[config.mk]
export PLATFORM = sky130hd
export DESIGN_NAME = contador_decoder
export DESIGN_NICKNAME = d
export VERILOG_FILES = /design/src/rtl/contador_decoder.sv
export SDC_FILE = /design/constraint.sdc
export NUM_CORES = 1
export LEC_CHECK = 0
export CORE_MARGIN = 2
export CORE_UTILIZATION = 47
export CTS_CLUSTER_DIAMETER = 80
export DETAILED_ROUTE_END_ITERATION = 12
export HOLD_SLACK_MARGIN = 0.02
export PLACE_DENSITY = 0.79
export SLEW_MARGIN = 20
export SYNTH_ARGS = -nofsm -noshare
export SYNTH_HDL_FRONTEND = slang
export SYNTH_SLANG_ARGS = --single-unit
[constraint.sdc]
create_clock -name clock -period 8.3 [get_ports clock]
set_input_delay 2.075 -clock clock [delete_from_list [all_inputs] [get_ports clock]]
set_output_delay 2.075 -clock clock [all_outputs]
set_load 0.01 [all_outputs]
[src/rtl/contador_decoder.sv]
// contador_decoder: observes the output stream of an up/down/load counter and
// reconstructs, step by step, the command that produced each new sample.
// Each reconstructed step is reported as a registered one-cycle event, and the
// block also tracks the current direction, the run length in that direction,
// and saturating per-event-class statistics.
module contador_decoder #(
  parameter int WIDTH = 8,
  parameter int RUN_W = 8,
  parameter int CNT_W = 16
) (
  input  logic             clock,
  input  logic             reset,
  input  logic [WIDTH-1:0] sample_in,
  input  logic             sample_valid,
  input  logic             clear_stats,
  output logic             evt_valid,
  output logic [2:0]       evt_code,
  output logic [WIDTH-1:0] evt_value,
  output logic             dir_up,
  output logic             dir_change,
  output logic [RUN_W-1:0] run_len,
  output logic [CNT_W-1:0] up_cnt,
  output logic [CNT_W-1:0] down_cnt,
  output logic [CNT_W-1:0] jump_cnt
);

  localparam logic [2:0] EVT_HOLD    = 3'd0;
  localparam logic [2:0] EVT_UP      = 3'd1;
  localparam logic [2:0] EVT_DOWN    = 3'd2;
  localparam logic [2:0] EVT_JUMP    = 3'd3;
  localparam logic [2:0] EVT_WRAP_UP = 3'd4;
  localparam logic [2:0] EVT_WRAP_DN = 3'd5;

  // IDLE has no reference sample yet; PRIMED can decode every new sample.
  typedef enum logic {IDLE, PRIMED} state_t;

  state_t           state_q, state_d;
  logic [WIDTH-1:0] prev_q, prev_d;
  logic             evt_valid_q, evt_valid_d;
  logic [2:0]       evt_code_q, evt_code_d;
  logic [WIDTH-1:0] evt_value_q, evt_value_d;
  logic             dir_up_q, dir_up_d;
  logic             dir_change_q, dir_change_d;
  logic [RUN_W-1:0] run_len_q, run_len_d;
  logic [CNT_W-1:0] up_cnt_q, up_cnt_d;
  logic [CNT_W-1:0] down_cnt_q, down_cnt_d;
  logic [CNT_W-1:0] jump_cnt_q, jump_cnt_d;

  logic [WIDTH-1:0] diff;
  logic [2:0]       dec_code;
  logic             fire;

  // State register for the capture/decode FSM.
  always_ff @(posedge clock) begin
    if (reset) begin
      state_q <= IDLE;
    end else begin
      state_q <= state_d;
    end
  end

  // The first valid sample after reset only primes the reference; nothing but reset leaves PRIMED.
  always_comb begin
    state_d = state_q;
    if (state_q == IDLE && sample_valid) begin
      state_d = PRIMED;
    end
  end

  // Classify the step from the previous sample; the two-element wrap cases need prev at the extremes.
  always_comb begin
    diff = sample_in - prev_q;
    fire = sample_valid && (state_q == PRIMED);
    if (diff == '0) begin
      dec_code = EVT_HOLD;
    end else if (diff == WIDTH'(1)) begin
      dec_code = (prev_q == '1) ? EVT_WRAP_UP : EVT_UP;
    end else if (diff == '1) begin
      dec_code = (prev_q == '0) ? EVT_WRAP_DN : EVT_DOWN;
    end else begin
      dec_code = EVT_JUMP;
    end
  end

  // Event, direction, run-length and statistics updates driven by a decoded step.
  always_comb begin
    prev_d       = prev_q;
    evt_valid_d  = 1'b0;
    dir_change_d = 1'b0;
    evt_code_d   = evt_code_q;
    evt_value_d  = evt_value_q;
    dir_up_d     = dir_up_q;
    run_len_d    = run_len_q;
    up_cnt_d     = up_cnt_q;
    down_cnt_d   = down_cnt_q;
    jump_cnt_d   = jump_cnt_q;

    if (sample_valid) begin
      prev_d = sample_in;
    end

    if (fire) begin
      evt_valid_d = 1'b1;
      evt_code_d  = dec_code;
      evt_value_d = sample_in;
      case (dec_code)
        EVT_UP, EVT_WRAP_UP: begin
          if (dir_up_q || run_len_q == '0) begin
            run_len_d = (run_len_q == '1) ? run_len_q : run_len_q + RUN_W'(1);
          end else begin
            dir_change_d = 1'b1;
            run_len_d    = RUN_W'(1);
          end
          dir_up_d = 1'b1;
          up_cnt_d = (up_cnt_q == '1) ? up_cnt_q : up_cnt_q + CNT_W'(1);
        end
        EVT_DOWN, EVT_WRAP_DN: begin
          if (!dir_up_q || run_len_q == '0) begin
            run_len_d = (run_len_q == '1) ? run_len_q : run_len_q + RUN_W'(1);
          end else begin
            dir_change_d = 1'b1;
            run_len_d    = RUN_W'(1);
          end
          dir_up_d   = 1'b0;
          down_cnt_d = (down_cnt_q == '1) ? down_cnt_q : down_cnt_q + CNT_W'(1);
        end
        EVT_JUMP: begin
          run_len_d  = '0;
          jump_cnt_d = (jump_cnt_q == '1) ? jump_cnt_q : jump_cnt_q + CNT_W'(1);
        end
        default: begin
        end
      endcase
    end

    if (clear_stats) begin
      up_cnt_d   = '0;
      down_cnt_d = '0;
      jump_cnt_d = '0;
    end
  end

  // Datapath registers; reset drops any pending event and restores the idle view.
  always_ff @(posedge clock) begin
    if (reset) begin
      prev_q       <= '0;
      evt_valid_q  <= 1'b0;
      evt_code_q   <= '0;
      evt_value_q  <= '0;
      dir_up_q     <= 1'b1;
      dir_change_q <= 1'b0;
      run_len_q    <= '0;
      up_cnt_q     <= '0;
      down_cnt_q   <= '0;
      jump_cnt_q   <= '0;
    end else begin
      prev_q       <= prev_d;
      evt_valid_q  <= evt_valid_d;
      evt_code_q   <= evt_code_d;
      evt_value_q  <= evt_value_d;
      dir_up_q     <= dir_up_d;
      dir_change_q <= dir_change_d;
      run_len_q    <= run_len_d;
      up_cnt_q     <= up_cnt_d;
      down_cnt_q   <= down_cnt_d;
      jump_cnt_q   <= jump_cnt_d;
    end
  end

  // Outputs come straight from registers.
  always_comb begin
    evt_valid  = evt_valid_q;
    evt_code   = evt_code_q;
    evt_value  = evt_value_q;
    dir_up     = dir_up_q;
    dir_change = dir_change_q;
    run_len    = run_len_q;
    up_cnt     = up_cnt_q;
    down_cnt   = down_cnt_q;
    jump_cnt   = jump_cnt_q;
  end

endmodule

# Word-level counts from Yosys, hierarchy flattened
# Index checks and enable logic that the tools add are counted.
[word_totals]
word_cells = 66
ff_bits = 79
in_bits = 12
[classes]
n_bitwise = 5
n_eq_ne = 12
add_sub_neg = 5
n_mux = 14
reduce_logical = 19
[ops]
columns = ["cell", "count"]
rows = [
  ["16-bit by 1-bit adder with 16-bit output, second input constant", 3],
  ["16-bit == test, second input constant", 3],
  ["8-bit == test, second input constant", 3],
  ["8-bit zero test", 3],
  ["8-bit two-way mux", 3],
  ["8-bit one-hot mux with 3 select lines", 1],
  ["3-bit two-way mux", 5],
  ["3-bit AND reduction", 3],
  ["8-bit by 1-bit adder with 8-bit output, second input constant", 1],
  ["8-bit by 1-bit == test with 1-bit output, second input constant", 1],
  ["2-bit OR reduction", 4],
  ["8-bit subtractor", 1],
  ["3-bit by 2-bit == test with 1-bit output, second input constant", 2],
  ["3-bit == test, second input constant", 2],
  ["1-bit NOT", 5],
  ["1-bit one-hot mux with 2 select lines", 2],
  ["2-bit AND reduction", 2],
  ["3-bit by 1-bit == test with 1-bit output, second input constant", 1],
  ["1-bit two-way mux", 3],
  ["3-bit nonzero test", 1],
  ["1-bit logical AND", 2],
  ["1-bit logical OR", 2],
  ["2-bit nonzero test", 1],
  ["1-bit zero test", 1],
]

# Depth between registers and ports, before layout
# Gate-level depths: netlist of run 1.
[depth]
depth_word = 9
depth_mapped = 13
mapped_depth_nobuf = 11

# Worst setup path after synthesis of run 1
# No wires, ideal clock.
[synth_path]
kind = "input port to flip-flop"
from = "in sample_in[0]"
to = "reg down_cnt_q[14], in the netlist down_cnt[14]"
required_time_ns = 8.230
stages = 12
setup_slack_ns = 3.679
n_path_buf = 1
arrival_ns = 4.550
setup_time_ns = 0.070
path_cell_list = "inv_1 > ha_1 > inv_1 > fa_1 > and3_1 > o21ai_1 > nor4b_2 > nand4b_4 > or3_4 > buf_6 > or4_1 > a21oi_1"
[synth_between]
elab_chain_len = 8
[synth_lines]
columns = ["element", "line_no", "text"]
rows = [
  ["start, declared", "13", "input logic [WIDTH-1:0] sample_in,"],
  ["8-bit subtractor (*)", "72", "diff = sample_in - prev_q;"],
  ["8-bit == test", "78", "end else if (diff == '1) begin"],
  ["3-bit two-way mux", "78", ""],
  ["3-bit two-way mux", "76", "end else if (diff == WIDTH'(1)) begin"],
  ["3-bit two-way mux (*)", "74", "if (diff == '0) begin"],
  ["3-bit by 2-bit == test with 1-bit output / 3-bit == test (equally long branches)", "106", "case (dec_code)"],
  ["2-bit OR reduction (*)", "106", ""],
  ["3-bit AND reduction (no line) (*)", "-", ""],
  ["end signal, assigned", "165", "down_cnt_q <= down_cnt_d;"],
  ["end, declared", "46", "logic [CNT_W-1:0] down_cnt_q, down_cnt_d;"],
]
# Every way passes the cells marked *; elsewhere a longest branch is shown, timed or not.
# A chain may end at the register's enable or synchronous reset.

# Worst setup path after layout of run 1
[layout_path]
from = "in sample_in[0]"
to = "reg up_cnt_q[9], in the netlist up_cnt[9]"
[layout_between]
elab_chain_len = 8
[layout_lines]
columns = ["element", "line_no", "text"]
rows = [
  ["8-bit subtractor (*)", "72", ""],
  ["8-bit == test", "78", ""],
  ["3-bit two-way mux", "78", ""],
  ["3-bit two-way mux", "76", ""],
  ["3-bit two-way mux (*)", "74", ""],
  ["3-bit by 1-bit == test with 1-bit output / 3-bit == test (equally long branches)", "106", ""],
  ["2-bit OR reduction (*)", "106", ""],
  ["3-bit AND reduction (no line) (*)", "-", ""],
  ["end signal, assigned", "164", "up_cnt_q <= up_cnt_d;"],
  ["end, declared", "45", "logic [CNT_W-1:0] up_cnt_q, up_cnt_d;"],
]
# Marks and branches as above.

==> impl_metrics.json, run 1 <==
{
  "arrival_ps": 5450,
  "grt_usage": 0.219,
  "min_period_ps": 5170,
  "p_leak_nw": 1.72,
  "routed_via_density": 6.10,
  "ir_drop_v": 0.0000843,
  "critical_path_class": "input port to register",
  "num_vias": 4273,
  "rsz0062_at_grt": "no",
  "post_cts_buffers": 0,
  "drv_slew": 0,
  "cts_tree": "yes",
  "ys_ff_latch": 79,
  "antenna_found_initial": 0,
  "fmax_ghz": 0.193,
  "cts_buffers": 9,
  "crit_path_start_kind": "input port",
  "powerDensity_nw_per_um2": 141,
  "final_cell_mix": "clkdlybuf4s50_1, dfxtp_1, a21oi_1, nand2_1, nor2_1",
  "synthesis.area_sq_um": 4370,
  "postCtsResizedCells": 0,
  "ff_latch_area_sq_um": 1580,
  "firstDrtPassIters": 4,
  "dpl.hpwl_microns": 7750,
  "cp.required_ps": 8580,
  "hold_path_class": "register to register",
  "final_common_cell": "clkdlybuf4s50_1",
  "placed_area_sq_um": 5200,
  "async_flop_share": 0,
  "intPower_uw": 533,
  "drive_gt1_frac": 0.0610,
  "drtIter0Drc": 179,
  "fp-row-count": 35,
  "start_util": 0.480,
  "switching_share": 0.294,
  "synth_area_leaders": "dfxtp_1, a21oi_1, nand2_1, o31ai_1, or4_1",
  "coreArea_sq_um": 9110,
  "outcome": "complete, no violations",
  "dieHeight_microns": 100,
  "yosysSeqAreaShare": 0.362,
  "clkTransAtPathRegs_ps": 80,
  "yosysWarnings": 0,
  "grt_pass1_wl_microns": 18100,
  "syn2layout_area_growth_pct": 22.9,
  "gp_congestion": 0.918,
  "drc": 0,
  "htreeDepth": 3,
  "setup_tns_ps": 0,
  "multiInputGateArea_sq_um": 2580,
  "synth_cells": 517,
  "cts.sinks": 79,
  "syn-num-nets": 543,
  "cap_violations": 0,
  "die_width_microns": 100,
  "clkPwrFrac": 0.338,
  "worst_slew_pin_slew_ps": 855,
  "max-slew-margin-rel": 0.430,
  "finClkSkew_ps": 11.6,
  "synth_top_area_frac": 0.362,
  "setup_viol": 0,
  "clk_latency_ps": 360,
  "synthDistinctLibCells": 67,
  "fp.dieArea_sq_um": 10100,
  "yosysTopAreaCell": "dfxtp_1",
  "cp-end-kind": "register",
  "switching_power_uw": 222,
  "fillers": 824,
  "grt_pass1_vias": 3912,
  "port_buffers": 81,
  "fin_area_sq_um": 5370,
  "power_frac_comb": 0.148,
  "drt-wirelength-per-cell_microns": 15.5,
  "root_buffer": "clkbuf_8",
  "post-route-period-util": 0.623,
  "grt-ovfl-total": 0,
  "fin_nets": 612,
  "synth_edf_count": 0,
  "worst-path-max-fanout": 27,
  "antenna_cells": 0,
  "finalHoldViolations": 0,
  "cts_max_path_buffers": 2,
  "io_pins": 82,
  "ctsHoldBuffers": 0,
  "ant_nets": 0,
  "synth_flop_cell": "dfxtp_1",
  "grt_max_degree": 45,
  "syn_avg_cell_area_sq_um": 8.45,
  "p_seq_frac": 0.514,
  "wirelength_microns": 10800
}
cells in the mapped netlist (all sizes together), types with 3 or more instances:
| library cell | number |
|---|---|
| nor4 | 7 |
| o31ai | 24 |
| nand2 | 52 |
| ha | 13 |
| a41oi | 3 |
| buf | 12 |
| nor2 | 31 |
| and3 | 8 |
| o21ai | 25 |
| inv | 24 |
| xor2 | 4 |
| clkbuf | 12 |
| xnor2 | 6 |
| and2 | 6 |
| a211oi | 4 |
| nand2b | 3 |
| or3 | 22 |
| dfxtp | 79 |
| nand4 | 14 |
| a21oi | 58 |
| o311ai | 3 |
| nand3 | 22 |
| nor3 | 7 |
| mux2i | 12 |
| or4 | 23 |
| o211ai | 6 |
| a31oi | 3 |
sequential cells by signal, summed over array words and instances (netlist names):
register    count
evt_code        3
jump_cnt       16
down_cnt       16
state_q         1
evt_value       8
prev_q          8
evt_valid       1
dir_up          1
dir_change      1
up_cnt         16
run_len         8
metal layers:
metal  part of all wire  track usage  vias up
met5                  0            0        -
met4              0.011       0.0801        0
met3              0.044       0.0439       13
met2               0.49        0.380      104
met1               0.45        0.269     2063
li1                   -            -     2093
stage by stage:
stage	hold WS, ps	power (mW)	setup WS (ps)	cells	util
after floorplan	449	0.479	3680	517	-
after global placement	447	0.504	2620	686	0.571
after detailed placement	450	0.507	2530	686	0.571
after CTS	463	0.758	2920	701	0.589
after global routing	490	0.787	2920	701	0.590
final	458	0.755	3130	701	0.590
cells by family (layout without fill, tap and decap cells):
group / count (synthesis) / in the layout / synth area share
buf+inv: 48 / 121 / 0.0498
fa+ha+maj: 14 / 14 / 0.0418
simple gates: 208 / 208 / 0.270
compound gates: 146 / 146 / 0.224
xor+xnor: 10 / 10 / 0.0243
flops: 79 / 79 / 0.362
mux: 12 / 12 / 0.0275
power by group through the flow:
stage	clock, mW	sequential [mW]	combinational (mW)
global placement	0	0.397	0.107
detailed placement	0	0.397	0.110
floorplan	0	0.398	0.0810
CTS	0.259	0.388	0.110
finish	0.255	0.388	0.112
global route	0.276	0.389	0.121
critical path: stages:
cell             delay [ps]
clkdlybuf4s50_1         440
inv_1                   100
ha_1                    140
inv_1                    40
fa_1                    390
and3_1                  210
o41a_1                  470
nor4_4                  500
nand3_4                 360
or4_1                   550
a21oi_1                 150
final timing paths:
path	start	end	slack, ps	depth (start not counted)
worst min-delay path	evt_value[7]	evt_value[7]	460	2
worst min register to register	evt_value[7]	evt_value[7]	460	2
worst max register to register	prev_q[5]	up_cnt[9]	4900	9
worst max-delay path	sample_in[0]	up_cnt[9]	3130	11
area by class of cell:
| type | instances | share of cell area |
|---|---|---|
| Clock inverter | 6 | 0.00722 |
| Timing Repair Buffer | 82 | 0.151 |
| Clock buffer | 9 | 0.0231 |
| Tap cell | 111 | 0.0259 |
| Sequential cell | 79 | 0.295 |
| Multi-Input combinational cell | 390 | 0.481 |
| Inverter | 24 | 0.0168 |
No activity file was read; power rests on OpenSTA's default activity.
==> run 2: changes to the inputs <==
==> constraint.sdc (replaced) <==
create_clock -name clock -period 5 [get_ports clock]
set_input_delay 1.25 -clock clock [delete_from_list [all_inputs] [get_ports clock]]
set_output_delay 1.25 -clock clock [all_outputs]
set_load 0.01 [all_outputs]
==> impl_metrics.json, run 2 (synthesized netlist as in run 1, its figures left out) <==
{
  "fin_nets": 620,
  "ctsHoldBuffers": 0,
  "grt_pass1_vias": 3853,
  "cts.sinks": 79,
  "crit_path_start_kind": "input port",
  "post-route-period-util": 0.856,
  "cp.required_ps": 5280,
  "cp-end-kind": "register",
  "finClkSkew_ps": 15.9,
  "place_inst": 694,
  "switching_share": 0.259,
  "finalHoldViolations": 0,
  "antenna_cells": 0,
  "firstDrtPassIters": 5,
  "drt-wirelength-per-cell_microns": 15.4,
  "outcome": "complete, no violations",
  "clkTransAtPathRegs_ps": 80,
  "start_util": 0.480,
  "cap_violations": 0,
  "clkPwrFrac": 0.418,
  "fmax_ghz": 0.234,
  "antenna_found_initial": 0,
  "power_frac_comb": 0.132,
  "wirelength_microns": 10900,
  "setup_tns_ps": 0,
  "die_width_microns": 100,
  "worst-path-max-fanout": 27,
  "fp-row-count": 35,
  "grt-ovfl-total": 0,
  "cts_max_path_buffers": 2,
  "final_common_cell": "clkdlybuf4s50_1",
  "rsz0062_at_grt": "no",
  "path_cells": "clkdlybuf4s50_1 -> ha_1 -> inv_2 -> o31ai_1 -> a41oi_2 -> xor2_1 -> nand3_4 -> or4_1 -> a21oi_1",
  "hold_path_class": "register to register",
  "setup_ws_ps": 722,
  "coreArea_sq_um": 9110,
  "grt_max_degree": 45,
  "root_buffer": "clkbuf_8",
  "dpl.hpwl_microns": 7840,
  "grt_pass1_wl_microns": 18000,
  "ff_latch_area_sq_um": 1580,
  "intPower_mw": 1.06,
  "p_seq_frac": 0.450,
  "pre_cts_ws_ps": 381,
  "max-slew-margin-rel": 0.436,
  "ant_nets": 0,
  "htreeDepth": 3,
  "setup_viol": 0,
  "clk_latency_ps": 360,
  "critical_path_class": "input port to register",
  "drv_slew": 0,
  "post_cts_buffers": 0,
  "arrival_ps": 4560,
  "powerDensity_nw_per_um2": 260,
  "cp_slowest_stage_delay_ps": 630,
  "critical-path-slowest-cell": "xor2_1",
  "syn2layout_area_growth_pct": 26.2,
  "fillers": 789,
  "postCtsResizedCells": 0,
  "io_pins": 82,
  "drive_gt1_frac": 0.0735,
  "final_cell_mix": "clkdlybuf4s50_1, dfxtp_1, a21oi_1, nand2_1, nor2_1",
  "cts_buffers": 9,
  "drtIter0Drc": 218,
  "worst_slew_pin_slew_ps": 846,
  "cts_tree": "yes",
  "drc": 0,
  "crit_family": "simple AND/OR/NAND/NOR gates",
  "ir_drop_v": 0.000182,
  "grt_usage": 0.219,
  "gp_congestion": 0.836,
  "num_vias": 4218,
  "fin_cells": 710,
  "worstPathBufferInverterCount": 2,
  "multiInputGateArea_sq_um": 2570,
  "dieHeight_microns": 100,
  "port_buffers": 81,
  "finalPower_mw": 1.43,
  "routed_via_density": 5.94,
  "p_leak_nw": 1.80,
  "switching_power_uw": 371,
  "min_period_ps": 4280,
  "fp.dieArea_sq_um": 10100
}
run 2: final cells by class:
class,instances,area share
clock inverters,6,0.0209
well taps,111,0.0252
clock buffers,10,0.0249
inverters,24,0.0163
repair buffers,90,0.159
multi-input cells,390,0.467
flip-flops and latches,79,0.287
run 2: metal layers:
layer | GRT usage | up-vias | part of all wire
li1 | - | 2098 | -
met1 | 0.270 | 1995 | 0.44
met2 | 0.385 | 111 | 0.50
met3 | 0.0494 | 14 | 0.046
met4 | 0.0601 | 0 | 0.012
met5 | 0 | - | 0
run 2: worst paths after layout:
kind / from / endpoint / slack (ps) / cells past startpoint
max reg2reg: prev_q[5] / up_cnt[11] / 1650 / 9
min: evt_value[0] / evt_value[0] / 460 / 2
min reg2reg: evt_value[0] / evt_value[0] / 460 / 2
max: sample_in[5] / up_cnt[11] / 720 / 9
run 2: worst min-delay path, stage by stage (launching register included):
cell and delay (ps):
dfxtp_1 320, nand2_1 50, a21oi_1 50
run 2: per-stage QoR:
step           hold slack (ps)   util  cell area, sq um
2_1_floorplan              449      -              4370
6_report                   461  0.606              5520
3_3_place_gp               444  0.578              5260
3_5_place_dp               450  0.578              5260
4_1_cts                    462  0.606              5520
5_1_grt                    490  0.606              5520
run 2: power groups by stage:
| stage | clock network [mW] | registers (mW) | logic [mW] |
|---|---|---|---|
| final | 0.598 | 0.645 | 0.189 |
| after global routing | 0.632 | 0.646 | 0.205 |
| after CTS | 0.606 | 0.645 | 0.188 |
| after detailed placement | 0 | 0.659 | 0.186 |
| after global placement | 0 | 0.659 | 0.181 |
| after floorplan | 0 | 0.660 | 0.134 |
==> run 3: changes to the inputs <==
--- a/config.mk
+++ b/config.mk
@@ -8,6 +8,7 @@
 export CORE_MARGIN = 2
 export CORE_UTILIZATION = 47
 export CTS_CLUSTER_DIAMETER = 80
+export CTS_CLUSTER_SIZE = 14
 export DETAILED_ROUTE_END_ITERATION = 12
 export HOLD_SLACK_MARGIN = 0.02
 export PLACE_DENSITY = 0.79
==> results of run 3 <==
The final DEF is identical to that of run 2; final timing and power are the same.
